**src/rtl/load_store_unit.sv**
```systemverilog
// load_store_unit
//   Single-issue load/store unit sitting after the EX stage. An accepted op is
//   either passed straight to writeback (neither load nor store), turned into
//   one memory request (valid load/store), or rejected with an error pulse.
//   Completion is always signalled by a single-cycle pulse on wb_valid or err,
//   never both.
//
//   Optional feature (compile-time macro LSU_MISALIGN_TRAP_EN):
//     defined   - misaligned halfword/word accesses trap with err_code 01.
//     undefined - offending low address bits are cleared and the access runs.
//
// Ports
//   clk, reset            : clock (rising edge), synchronous active-high reset
//   in_valid / in_ready   : op handshake from EX; in_ready high only in IDLE
//   alu_result            : effective address or pass-through value
//   store_data            : rs2 value for stores
//   funct3                : access size / signedness
//   is_load, is_store     : op kind (both set is treated as a load)
//   rd                    : destination register
//   mem_req/mem_we/mem_addr/mem_wdata/mem_wstrb : memory request (held stable)
//   mem_ready, mem_rdata  : memory completion and read word
//   wb_valid/wb_we/wb_rd/wb_data : one-cycle writeback pulse
//   err, err_code         : one-cycle fault pulse; 01 misalign, 10 timeout,
//                           11 bad funct3
module load_store_unit #(
  parameter int TIMEOUT_CYCLES = 255
) (
  input  logic        clk,
  input  logic        reset,
  input  logic        in_valid,
  output logic        in_ready,
  input  logic [31:0] alu_result,
  input  logic [31:0] store_data,
  input  logic [2:0]  funct3,
  input  logic        is_load,
  input  logic        is_store,
  input  logic [4:0]  rd,
  output logic        mem_req,
  output logic        mem_we,
  output logic [31:0] mem_addr,
  output logic [31:0] mem_wdata,
  output logic [3:0]  mem_wstrb,
  input  logic        mem_ready,
  input  logic [31:0] mem_rdata,
  output logic        wb_valid,
  output logic        wb_we,
  output logic [4:0]  wb_rd,
  output logic [31:0] wb_data,
  output logic        err,
  output logic [1:0]  err_code
);

  localparam int CW = $clog2(TIMEOUT_CYCLES + 1);

  typedef enum logic [1:0] {IDLE, MEM, WB} state_t;

  state_t        state;
  logic [CW-1:0] wait_cnt;

  // Captured op context needed when the memory response returns.
  logic          op_load;
  logic [2:0]    op_funct3;
  logic [1:0]    op_off;
  logic [4:0]    op_rd;

  // Decode of the op currently offered on the input side.
  logic          f3_ok;
  logic          size_half;
  logic          size_word;
  logic          trap;
  logic [1:0]    eff_off;
  logic [3:0]    st_strb;
  logic [31:0]   st_wdata;

  // Load extraction from the returned word.
  logic [7:0]    rd_bytes [4];
  logic [7:0]    ld_byte;
  logic [15:0]   ld_half;
  logic [31:0]   load_data;

  assign in_ready = (state == IDLE);

  // Valid codes share the size encoding in funct3[1:0]: 00 byte, 01 half, 10 word.
  assign size_half = (funct3[1:0] == 2'b01);
  assign size_word = (funct3[1:0] == 2'b10);

  always_comb begin
    f3_ok = 1'b0;
    if (is_load) begin
      case (funct3)
        3'b000, 3'b001, 3'b010, 3'b100, 3'b101: f3_ok = 1'b1;
        default:                                f3_ok = 1'b0;
      endcase
    end else begin
      case (funct3)
        3'b000, 3'b001, 3'b010: f3_ok = 1'b1;
        default:                f3_ok = 1'b0;
      endcase
    end
  end

`ifdef LSU_MISALIGN_TRAP_EN
  assign trap = (size_half & alu_result[0]) |
                (size_word & (alu_result[1:0] != 2'b00));
`else
  assign trap = 1'b0;
`endif

  // Byte offset actually used for lanes. In trap mode a misaligned access never
  // reaches memory, so clearing the bits here is only visible in non-trap mode.
  always_comb begin
    eff_off = alu_result[1:0];
    if (size_half) eff_off[0] = 1'b0;
    if (size_word) eff_off    = 2'b00;
  end

  always_comb begin
    st_strb  = 4'b1111;
    st_wdata = store_data;
    if (size_half) begin
      st_strb  = 4'b0011 << eff_off;
      st_wdata = {2{store_data[15:0]}};
    end else if (!size_word) begin
      st_strb  = 4'b0001 << eff_off;
      st_wdata = {4{store_data[7:0]}};
    end
  end

  for (genvar gi = 0; gi < 4; gi++) begin : g_rd_lane
    assign rd_bytes[gi] = mem_rdata[8*gi +: 8];
  end

  assign ld_byte = rd_bytes[op_off];
  assign ld_half = {rd_bytes[{op_off[1], 1'b1}], rd_bytes[{op_off[1], 1'b0}]};

  always_comb begin
    case (op_funct3)
      3'b000:  load_data = {{24{ld_byte[7]}}, ld_byte};
      3'b001:  load_data = {{16{ld_half[15]}}, ld_half};
      3'b100:  load_data = {24'd0, ld_byte};
      3'b101:  load_data = {16'd0, ld_half};
      default: load_data = mem_rdata;
    endcase
  end

  always_ff @(posedge clk) begin
    if (reset) begin
      state     <= IDLE;
      wait_cnt  <= '0;
      op_load   <= 1'b0;
      op_funct3 <= 3'b000;
      op_off    <= 2'b00;
      op_rd     <= 5'd0;
      mem_req   <= 1'b0;
      mem_we    <= 1'b0;
      mem_addr  <= 32'd0;
      mem_wdata <= 32'd0;
      mem_wstrb <= 4'd0;
      wb_valid  <= 1'b0;
      wb_we     <= 1'b0;
      wb_rd     <= 5'd0;
      wb_data   <= 32'd0;
      err       <= 1'b0;
      err_code  <= 2'b00;
    end else begin
      // Both completion signals are pulses; they are only raised on the
      // transition into WB.
      wb_valid <= 1'b0;
      err      <= 1'b0;
      case (state)
        IDLE: begin
          if (in_valid) begin
            op_load   <= is_load;
            op_funct3 <= funct3;
            op_off    <= eff_off;
            op_rd     <= rd;
            wait_cnt  <= '0;
            state     <= WB;
            if (!is_load && !is_store) begin
              wb_valid <= 1'b1;
              wb_we    <= (rd != 5'd0);
              wb_rd    <= rd;
              wb_data  <= alu_result;
            end else if (!f3_ok) begin
              err      <= 1'b1;
              err_code <= 2'b11;
            end else if (trap) begin
              err      <= 1'b1;
              err_code <= 2'b01;
            end else begin
              state     <= MEM;
              mem_req   <= 1'b1;
              mem_we    <= !is_load;
              mem_addr  <= {alu_result[31:2], 2'b00};
              mem_wdata <= is_load ? 32'd0 : st_wdata;
              mem_wstrb <= is_load ? 4'd0 : st_strb;
            end
          end
        end
        MEM: begin
          if (mem_ready) begin
            mem_req   <= 1'b0;
            mem_we    <= 1'b0;
            mem_wstrb <= 4'd0;
            wb_valid  <= 1'b1;
            wb_we     <= op_load && (op_rd != 5'd0);
            wb_rd     <= op_rd;
            wb_data   <= op_load ? load_data : 32'd0;
            state     <= WB;
          end else begin
            wait_cnt <= wait_cnt + 1'b1;
            // This cycle's increment brings the count to TIMEOUT_CYCLES.
            if (wait_cnt == CW'(TIMEOUT_CYCLES - 1)) begin
              mem_req   <= 1'b0;
              mem_we    <= 1'b0;
              mem_wstrb <= 4'd0;
              err       <= 1'b1;
              err_code  <= 2'b10;
              state     <= WB;
            end
          end
        end
        WB: begin
          wb_we <= 1'b0;
          state <= IDLE;
        end
        default: state <= IDLE;
      endcase
    end
  end

endmodule

```
**config.mk**
```make
export PLATFORM = sky130hd
export DESIGN_NAME = load_store_unit
export DESIGN_NICKNAME = d
export VERILOG_FILES = /design/src/rtl/load_store_unit.sv
export SDC_FILE = /design/constraint.sdc
export NUM_CORES = 1
export LEC_CHECK = 0
export BUFFER_PORTS_ARGS = -buffer_cell sky130_fd_sc_hd__buf_2
export CORE_MARGIN = 2
export CORE_UTILIZATION = 55
export DETAILED_ROUTE_END_ITERATION = 12
export GPL_TIMING_DRIVEN = 1
export PLACE_DENSITY_LB_ADDON = 0.15
export SETUP_SLACK_MARGIN = 0.5
export SLEW_MARGIN = 15
export SYNTH_ARGS = -nofsm -noshare
export SYNTH_HDL_FRONTEND = slang
export SYNTH_SLANG_ARGS = --single-unit
```
**constraint.sdc**
```tcl
create_clock -name clk -period 3.2 [get_ports clk]
set_input_delay 0.64 -clock clk [delete_from_list [all_inputs] [get_ports clk]]
set_output_delay 0.64 -clock clk [all_outputs]
set_load 0.05 [all_outputs]
```
# Word-level counts from Yosys, hierarchy flattened

Index checks and enable logic that the tools add are counted.

Flip-flop bits (word level): 131
Input port bits: 110
Output and inout port bits: 113
Word-level logic and storage cells: 143

$add $sub $neg: 1
$lt $le $gt $ge: 3
Equal/unequal tests: 21
Shifts and indexed selects: 2
Multiplexer cells: 74
Bitwise operators: 4
Reductions and logical operators: 21

Operators by type and width:

| operator            | count |
|---|---|
| $mux 32             | 7 |
| $pmux 32 s4         | 1 |
| $mux 8              | 8 |
| $pmux 32 s2         | 1 |
| $bmux 8 s2          | 3 |
| $mux 4              | 8 |
| $mux 1              | 23 |
| $mux 2              | 10 |
| $pmux 8 s2          | 1 |
| $mux 5              | 3 |
| $eq 3x3->1 const B  | 4 |
| $ne 2x2->1 const B  | 6 |
| $reduce_and 4->1    | 3 |
| $pmux 5 s2          | 1 |
| $reduce_bool 5->1   | 2 |
| $ge 3x3->1 const B  | 3 |
| $not 2->3           | 3 |
| $add 8x1->8 const B | 1 |
| $eq 8x8->1 const B  | 1 |
| $pmux 1 s2          | 4 |
| $pmux 2 s2          | 2 |
| $pmux 4 s2          | 1 |
| $eq 3x1->1 const B  | 2 |
| $logic_not 3->1     | 2 |
| 20 further kinds    | 26 |

# Longest topological paths before layout

Gate-level depths: netlist of run 1.

Word-level depth: 11
Depth in mapped cells: 10
Gate-level depth less buffers: 8

# Least setup slack after synthesis of run 1

Ideal clock, no wire load.

Path kind: input port to flip-flop
Start point: input funct3[0]
End point: register mem_wstrb[1]
Library setup time: 0.116 ns
Arrival: 2.156 ns
Data required time: 3.084 ns
Setup slack: 0.928 ns
Stages: 8
Cells stage by stage: buf_2 > xor2_2 > or2_2 > inv_1 > ha_1 > a21oi_1 > a21oi_1 > a31o_2

Cells in the longest elaborated chain, start to end: 11
Elaborated cells between the ends (all ways): 25
Those cells by class: 7 x eq/ne; 2 x shift; 12 x mux; 4 x reduce/logical

Ends and longest elaborated chain:

| what                   | line | source |
|---|---|---|
| start: declaration     | 34   | `input logic [2:0] funct3,` |
| $eq 2x1->1             | 84   | `assign size_half = (funct3[1:0] == 2'b01);` |
| $mux 1                 | 113  | `if (size_half) eff_off[0] = 1'b0;` |
| $mux 2 (*)             | 114  | `if (size_word) eff_off = 2'b00;` |
| named net eff_off[0]   | 71   | `logic [1:0] eff_off;` |
| $shl 1x2->4            | 124  | `st_strb = 4'b0001 << eff_off;` |
| $mux 4                 | 123  | `end else if (!size_word) begin` |
| $mux 4 (*)             | 120  | `if (size_half) begin` |
| $mux 4 (*)             | 196  | `mem_wstrb <= is_load ? 4'd0 : st_strb;` |
| $mux 4 (*)             | 184  | `end else if (!f3_ok) begin` |
| $mux 4 (*)             | 179  | `if (!is_load && !is_store) begin` |
| $mux 4 (*)             | 172  | `if (in_valid) begin` |
| $pmux 4 s2 (*)         | 170  | `case (state)` |
| end signal: assignment | 196  |  |
| end: declaration       | 42   | `output logic [3:0] mem_wstrb,` |

The timed path passes the listed nets; every way through them passes the cells marked *. The select of a mux whose other input is x is not followed.
A chain may end at the register's enable or synchronous reset.

# Worst setup path after layout of run 1

Start point: register state[1]
End point: register wb_data[5]

Cells in the longest elaborated chain, start to end: 3
Elaborated cells between the ends (all ways): 8
Those cells by class: 4 x eq/ne; 1 x mux; 3 x reduce/logical

Ends and longest elaborated chain:

| what                                                 | line | source |
|---|---|---|
| start: declaration                                   | 57   | `state_t state;` |
| start signal: assignment                             | 148  | `state <= IDLE;` |
| start signal: assignment                             | 178  | `state <= WB;` |
| start signal: assignment                             | 191  | `state <= MEM;` |
| $eq 2x1->1 / $logic_not 2->1 (equally long branches) | 170  |  |
| $ne 2x2->1 (no line) (tied with other cells)         | -    |  |
| $reduce_and 4->1 (no line)                           | -    |  |
| end signal: assignment                               | 183  | `wb_data <= alu_result;` |
| end signal: assignment                               | 208  | `wb_data <= op_load ? load_data : 32'd0;` |
| end: declaration                                     | 48   | `output logic [31:0] wb_data,` |

Parallel ways exist; a longest one is shown, timed or not.

==> results of run 1 <==
-- final cells by class --
type	instances	share of cell area, %
Multi-Input combinational cell	608	44.09
Clock buffer	26	6.008
Tap cell	147	2.214
Inverter	17	0.7680
Timing Repair Buffer	233	14.76
Clock inverter	5	0.6023
Sequential cell	131	31.56
-- cells in the final DEF (no fill, tap or decap), types with 3 or more instances in the layout --
cell type	synthesis	routed
o22a_1	3	3
nand3_1	4	4
nor3_1	35	35
a21oi_1	110	110
inv_1	16	16
a21o_1	9	9
a211oi_2	9	9
dfxtp_1	131	131
clkbuf_1	40	5
a221oi_2	7	7
and2_1	5	4
a2111oi_0	8	8
buf_4	6	12
clkbuf_16	0	17
xor2_1	4	4
ha_1	9	8
mux2i_1	40	40
a221oi_1	17	17
clkbuf_8	0	4
nand3b_1	3	3
nand2_1	99	99
o21ai_0	31	31
nor3b_1	10	10
nand2b_1	15	15
a211oi_1	15	15
nor2b_1	15	15
nand4_1	3	3
a311oi_2	7	7
nor3_2	10	10
nor2_1	112	111
buf_2	17	219
clkinv_2	0	4
-- metrics by stage --
step	area [sq um]	hold WS, ps	total power [uW]	setup WS [ps]
after floorplan	6688	448.6	2943	927.8
after global placement	7756	438.5	3256	752.2
after detailed placement	7756	444.0	3273	714.4
after CTS	8305	451.2	5098	630.2
after global routing	8309	463.8	5280	532.1
final	8309	448.8	5073	754.1
-- per-layer routing --
layer | GRT usage (%) | up-vias | wire length (microns)
met3 | 7.147 | 33 | 1453
met2 | 47.82 | 277 | 9147
met1 | 38.17 | 3042 | 8408
li1 | - | 3262 | -
met4 | 10.73 | 0 | 388
met5 | 0 | - | 0
-- cells by family after synthesis --
kind of cell / count (synthesis) / synth area share [%]
multiplexers: 42 / 6.327
AO/OA/AOI/OAI: 230 / 23.55
flip-flops: 131 / 39.24
XOR/XNOR: 6 / 0.8986
AND/OR/NAND/NOR: 319 / 22.15
other: 1 / 0.05610
adder cells (fa/ha/maj): 9 / 1.685
buffers and inverters: 87 / 6.102
-- state kept, by name, summed over array words and instances (netlist names) --
register and flops:
op_load 1, err 1, op_off 2, mem_req 1, err_code 2, op_funct3 3
wb_rd 5, wait_cnt 8, wb_valid 1, mem_wstrb 4, mem_wdata 32, state 2
mem_we 1, mem_addr 30, wb_we 1, op_rd 5, wb_data 32
-- worst max-delay path, delay by kind of cell, from the launching register on --
family / cells / cell delay, ps
AND/OR/NAND/NOR: 1 / 610
AO/OA/AOI/OAI: 3 / 840
buffers and inverters: 1 / 80
flip-flops: 1 / 320
adder cells (fa/ha/maj): 1 / 490
-- worst min path at each step --
stage,cells past startpoint,to,start,slack [ps]
global route,2,mem_addr[30]$_SDFFE_PP0P_,mem_addr[30]$_SDFFE_PP0P_,460
detailed placement,2,mem_addr[25]$_SDFFE_PP0P_,mem_addr[25]$_SDFFE_PP0P_,440
global placement,2,mem_addr[16]$_SDFFE_PP0P_,mem_addr[16]$_SDFFE_PP0P_,440
floorplan,2,op_rd[2]$_SDFFE_PP0P_,op_rd[2]$_SDFFE_PP0P_,450
CTS,2,mem_addr[12]$_SDFFE_PP0P_,mem_addr[12]$_SDFFE_PP0P_,450
finish,2,mem_addr[25]$_SDFFE_PP0P_,mem_addr[25]$_SDFFE_PP0P_,450
-- where the power goes --
part	switching, uW	internal [uW]
clock network	680	1140
logic	1010	390
registers	81.7	1770
==> results.md, run 1 <==
* RSZ-0062 raised after global routing: false
* Slowest cell delay on critical path at 610 ps
* Depth of the worst register-to-register path at 6
* Layout Nets at 1127
* Port Buffers at 220
* Via count at 6614
* Synth Cell Area at 6684 sq um
* Hold Fails Final Rpt at 0
* Drt drc at 0
* Initial antenna violation count at 0
* Drt pass-1 iters at 5
* # diodes at 0
* Setup_tns at 0 ps
* Setup crit end kind: flop
* Synth unique cells at 52
* Post-synth ARST share at 0%
* Vias in the first global route at 6074
* Max-cap violations at 0
* Area leader, netlist: dfxtp_1
* Number of CTS-inserted buffers at 17
* Crit path DAT at 2770 ps
* H-tree depth at 4
* Non-Filler Instances at 1167
* Die height at 114.2 microns
* #FFs+latches synth at 131
* Final setup skew at about 4.6 ps
* DR WL/cell at 16.62 microns
* FF-to-FF End: wb_data[5]$_SDFFE_PP0P_
* Synth top area cells: dfxtp_1, a21oi_1, nor2_1, mux2i_1, nand2_1
* Die Area at 13050 sq um
* Multi-input logic area at 3664 sq um
* FF-to-FF setup slack at 750 ps
* Hpwl dp at 13660 microns
* Area delta synth->final at 24.32%
* Type of the most critical hold path: flop to flop
* Core footprint at 11960 sq um
* Initial DRC count at 504
* Placed cells at ~1100
* CP max stage cell: nand2_1
* Share of layout cells above drive strength 1 at 29.90%
* Worst Setup Start Kind: flop
* RR Startpoint: state[1]$_SDFFE_PP0P_
* Maximum vdd drop at 0.2953 mV
* Yosys warns at 0
* Vias per cell at 5.668
* Post-CTS Hold Buffers at 0
* Most numerous cell in the Yosys netlist: dfxtp_1
* Final ANT Viol Nets at 0
* Synth cell count leaders: dfxtp_1, nor2_1, a21oi_1
* Cell leakage power at 0.003601 uW
* GRT Resource Usage Total at between 20% and 30%
* Worst path required time at 3520 ps
* Minimum clock period at 2446 ps
* Register area at 2623 sq um
* Clock sink count at 131
* Final core occ at 69.47%
* Post_cts resized at 0
* Outcome: finished clean
* Rel. slew slack at 39.78%
* Ports at 223
* Max frequency at 408.9 MHz
* Ys flop type: dfxtp_1
* Site Rows at 40
* Grt ovf at 0
* Mean Syn Cell Area at 8.102 sq um
* Worst-Skew Late Latency at approximately 410 ps
* Filler cells at between 1000 and 1500
* Tcrit/Tclk final at between 70% and 80%
* Crit path to: wb_data[5]$_SDFFE_PP0P_
* CTS clk-pin slew, worst paths at 60 ps
* EDFF count, synth at 0
* Final Slew Violations at 0
* Share of the synthesized area in the top cell type at 39.24%
* Maximum number of pins on one net before global-route repair at 79
* Pwr Density at about 610 nW/um^2
* Initial Util at 55.88%
* Die Wd at 114.2 microns
* Slew @ Worst Pin at about 900 ps
* Synth Instances at 825
* Crit path cell chain: inv_1 -> ha_1 -> nand2_1 -> a221oi_1 -> o21ai_0 -> a211oi_1
* WS Path Type: flop to flop
* Critical path origin: state[1]$_SDFFE_PP0P_
* CTS tree: yes
* Seq/Total Area, Yosys at 39.24%
* Setup bufs post-CTS at 0
* Global-route wire length before repair at 30510 microns
* Setup Viol. Count Final at 0
* Deepest clock path buffer count at 2
* GPL Wtd Cong at between 0.8 and 0.9
* Max FO, Critical Path at 25
* Root Buffer: clkbuf_16
* Routed wire length at around 19000 microns
No activity file was read; power rests on OpenSTA's default activity.
==> inputs of run 2 (changes only) <==
--- a/config.mk
+++ b/config.mk
@@ -7,7 +7,7 @@
 export LEC_CHECK = 0
 export BUFFER_PORTS_ARGS = -buffer_cell sky130_fd_sc_hd__buf_2
 export CORE_MARGIN = 2
-export CORE_UTILIZATION = 55
+export CORE_UTILIZATION = 46
 export DETAILED_ROUTE_END_ITERATION = 12
 export GPL_TIMING_DRIVEN = 1
 export PLACE_DENSITY_LB_ADDON = 0.15
==> constraint.sdc (replaced) <==
create_clock -name clk -period 2.2 [get_ports clk]
set_input_delay 0.44 -clock clk [delete_from_list [all_inputs] [get_ports clk]]
set_output_delay 0.44 -clock clk [all_outputs]
set_load 0.05 [all_outputs]
==> run 2 against run 1 <==
Maximum frequency increased by 37%. Wire length increased by 15%. Clock skew increased by 4.9 ps. Flip-flop and latch count unchanged. Combinational power increased by 85%. Cell area increased by 14%. Critical path type unchanged. Largest power group is now clock.
==> results.md, run 2 (same netlist as run 1, synthesis figures left out) <==
* Final Slew Violations at 0
* Number of CTS-inserted buffers at 17
* Filler cells at about 1200
* Type of the most critical hold path: input pin to flop
* Die Wd at roughly 120 microns
* Setup_tns at 0 ps
* Setup Viol. Count Final at 0
* Worst Setup Start Kind: flop
* WS Path Type: flop to flop
* Site Rows at 44
* Outcome: finished clean
* Most common cell after layout, fill and taps aside: buf_2
* Drt pass-1 iters at 4
* Initial DRC count at 534
* Max FO, Critical Path at 8
* H-tree depth at 4
* Grt ovf at 0
* GRT Resource Usage Total at 26.54%
* Ports at 223
* CP dominant cell by count: buf_12
* Slowest cell delay on critical path at 370 ps
* Vias in the first global route at ~6400
* Worst path required time at 2550 ps
* Maximum number of pins on one net before global-route repair at 47
* Pwr Density at 860.1 nW/um^2
* RR Startpoint: state[1]$_SDFFE_PP0P_
* # diodes at 0
* Hpwl dp at 15030 microns
* Drt drc at 0
* Via count at 7048
* Core footprint at 14370 sq um
* Worst Path Buf+Inv at 3
* Global-route wire length before repair at approximately 34000 microns
* Worst-Skew Late Latency at between 400 and 500 ps
* Crit path DAT at 2140 ps
* Hold Fails Final Rpt at 0
* Setup crit end kind: flop
* Rel. slew slack at 65.57%
* Deepest clock path buffer count at 2
* Port Buffers at 220
* Cell leakage power at 0.004055 uW
* Layout Nets at roughly 1200
* Routed wire length at ~22000 microns
* DR WL/cell at ~18 microns
* Slew @ Worst Pin at between 500 and 600 ps
* GPL Wtd Cong at 0.8964
* CP delay by family, top: compound AO/OA/AOI/OAI gates
* Final setup skew at 9.499 ps
* Commonest non-fill, non-tap cells in the layout: buf_2, dfxtp_1, a21oi_1
* Area delta synth->final at 42.14%
* Maximum vdd drop at 0.5666 mV
* Share of layout cells above drive strength 1 at 40.13%
* Crit path cell chain: inv_4 -> ha_4 -> nor2b_4 -> a21oi_4 -> o21a_4 -> buf_12 -> buf_12 -> nor2_4 -> nor3_2
* Critical path origin: state[1]$_SDFFE_PP0P_
* Die height at 124.5 microns
* Max frequency at 559.1 MHz
* Setup WS pre-CTS at around 160 ps
* Root Buffer: clkbuf_16
* Tcrit/Tclk final at 81.30%
* Final ANT Viol Nets at 0
* Minimum clock period at 1789 ps
* Initial antenna violation count at 1
* Clock sink count at 131
* Largest registers: mem_wdata x32, wb_data x32, mem_addr x30
* Vias per cell at 5.603
* Initial Util at 46.52%
* Worst hold start: alu_result[11]
* Max-cap violations at 0
* RSZ-0062 raised after global routing: true
* CTS clk-pin slew, worst paths at about 60 ps
* Die Area at 15510 sq um
* Final worst slack at 411.3 ps
* CP max stage cell: dfxtp_4
* CTS tree: yes
==> run 2: per-stage QoR <==
stage | area [sq um] | utilization, % | instances | hold WS, ps | total power [uW]
6_report | 9500 | 66.12 | 1258 | 269.4 | 8172
5_1_grt | 9500 | 66.12 | 1258 | 263.2 | 8490
4_1_cts | 8972 | 62.44 | 1242 | 255.6 | 7871
3_5_place_dp | 8173 | 56.88 | 1202 | 443.0 | 4928
3_3_place_gp | 8173 | 56.88 | 1202 | 438.9 | 4908
2_1_floorplan | 6839 | - | 826 | 448.6 | 4337
==> run 2: metal layers <==
layer,part of all wire [%],GRT usage [%],up-vias
li1,-,-,3391
met2,47,42.72,296
met3,6.9,6.572,49
met5,0.049,0,-
met1,43,34.59,3310
met4,2.8,9.650,2
==> run 2: worst paths after layout <==
kind	slack, ps	cells past startpoint	to
worst max-delay path	410	9	wb_data[16]$_SDFFE_PP0P_
worst min-delay path	270	3	mem_addr[11]$_SDFFE_PP0P_
worst max register to register	410	9	wb_data[16]$_SDFFE_PP0P_
worst min register to register	450	2	mem_addr[16]$_SDFFE_PP0P_
==> run 2: cell type report <==
cell class	count	area (sq um)	area share [%]
tap	184	230.2	2.423
timing repair buffer	286	1846	19.43
sequential	131	2636	27.75
multi-input combinational	609	4128	43.45
inverter	17	76.32	0.8034
clock inverter	10	133.9	1.409
clock buffer	21	450.4	4.741
==> run 2: worst reg2reg max path, stage by stage, from the launching register on <==
cell,delay [ps]
dfxtp_4,370
inv_4,50
ha_4,190
nor2b_4,150
a21oi_4,180
o21a_4,290
buf_12,180
buf_12,140
nor2_4,30
nor3_2,140
==> run 2: power breakdown <==
| group | internal (uW) | switching [uW] | total [uW] |
|---|---|---|---|
| logic | 916 | 1680 | 2590 |
| registers | 2580 | 141 | 2720 |
| clock network | 1800 | 1060 | 2860 |
| total | 5290 | 2880 | 8170 |
==> run 2: timing repair <==
action                                  in CTS  in global routing
pin swaps                                    3                 29
endpoints found under the setup margin      96                 96
cloned                                       2                  7
gates resized for setup                     33                 83
setup buffers                                7                  9
hold buffers                                 0                  0
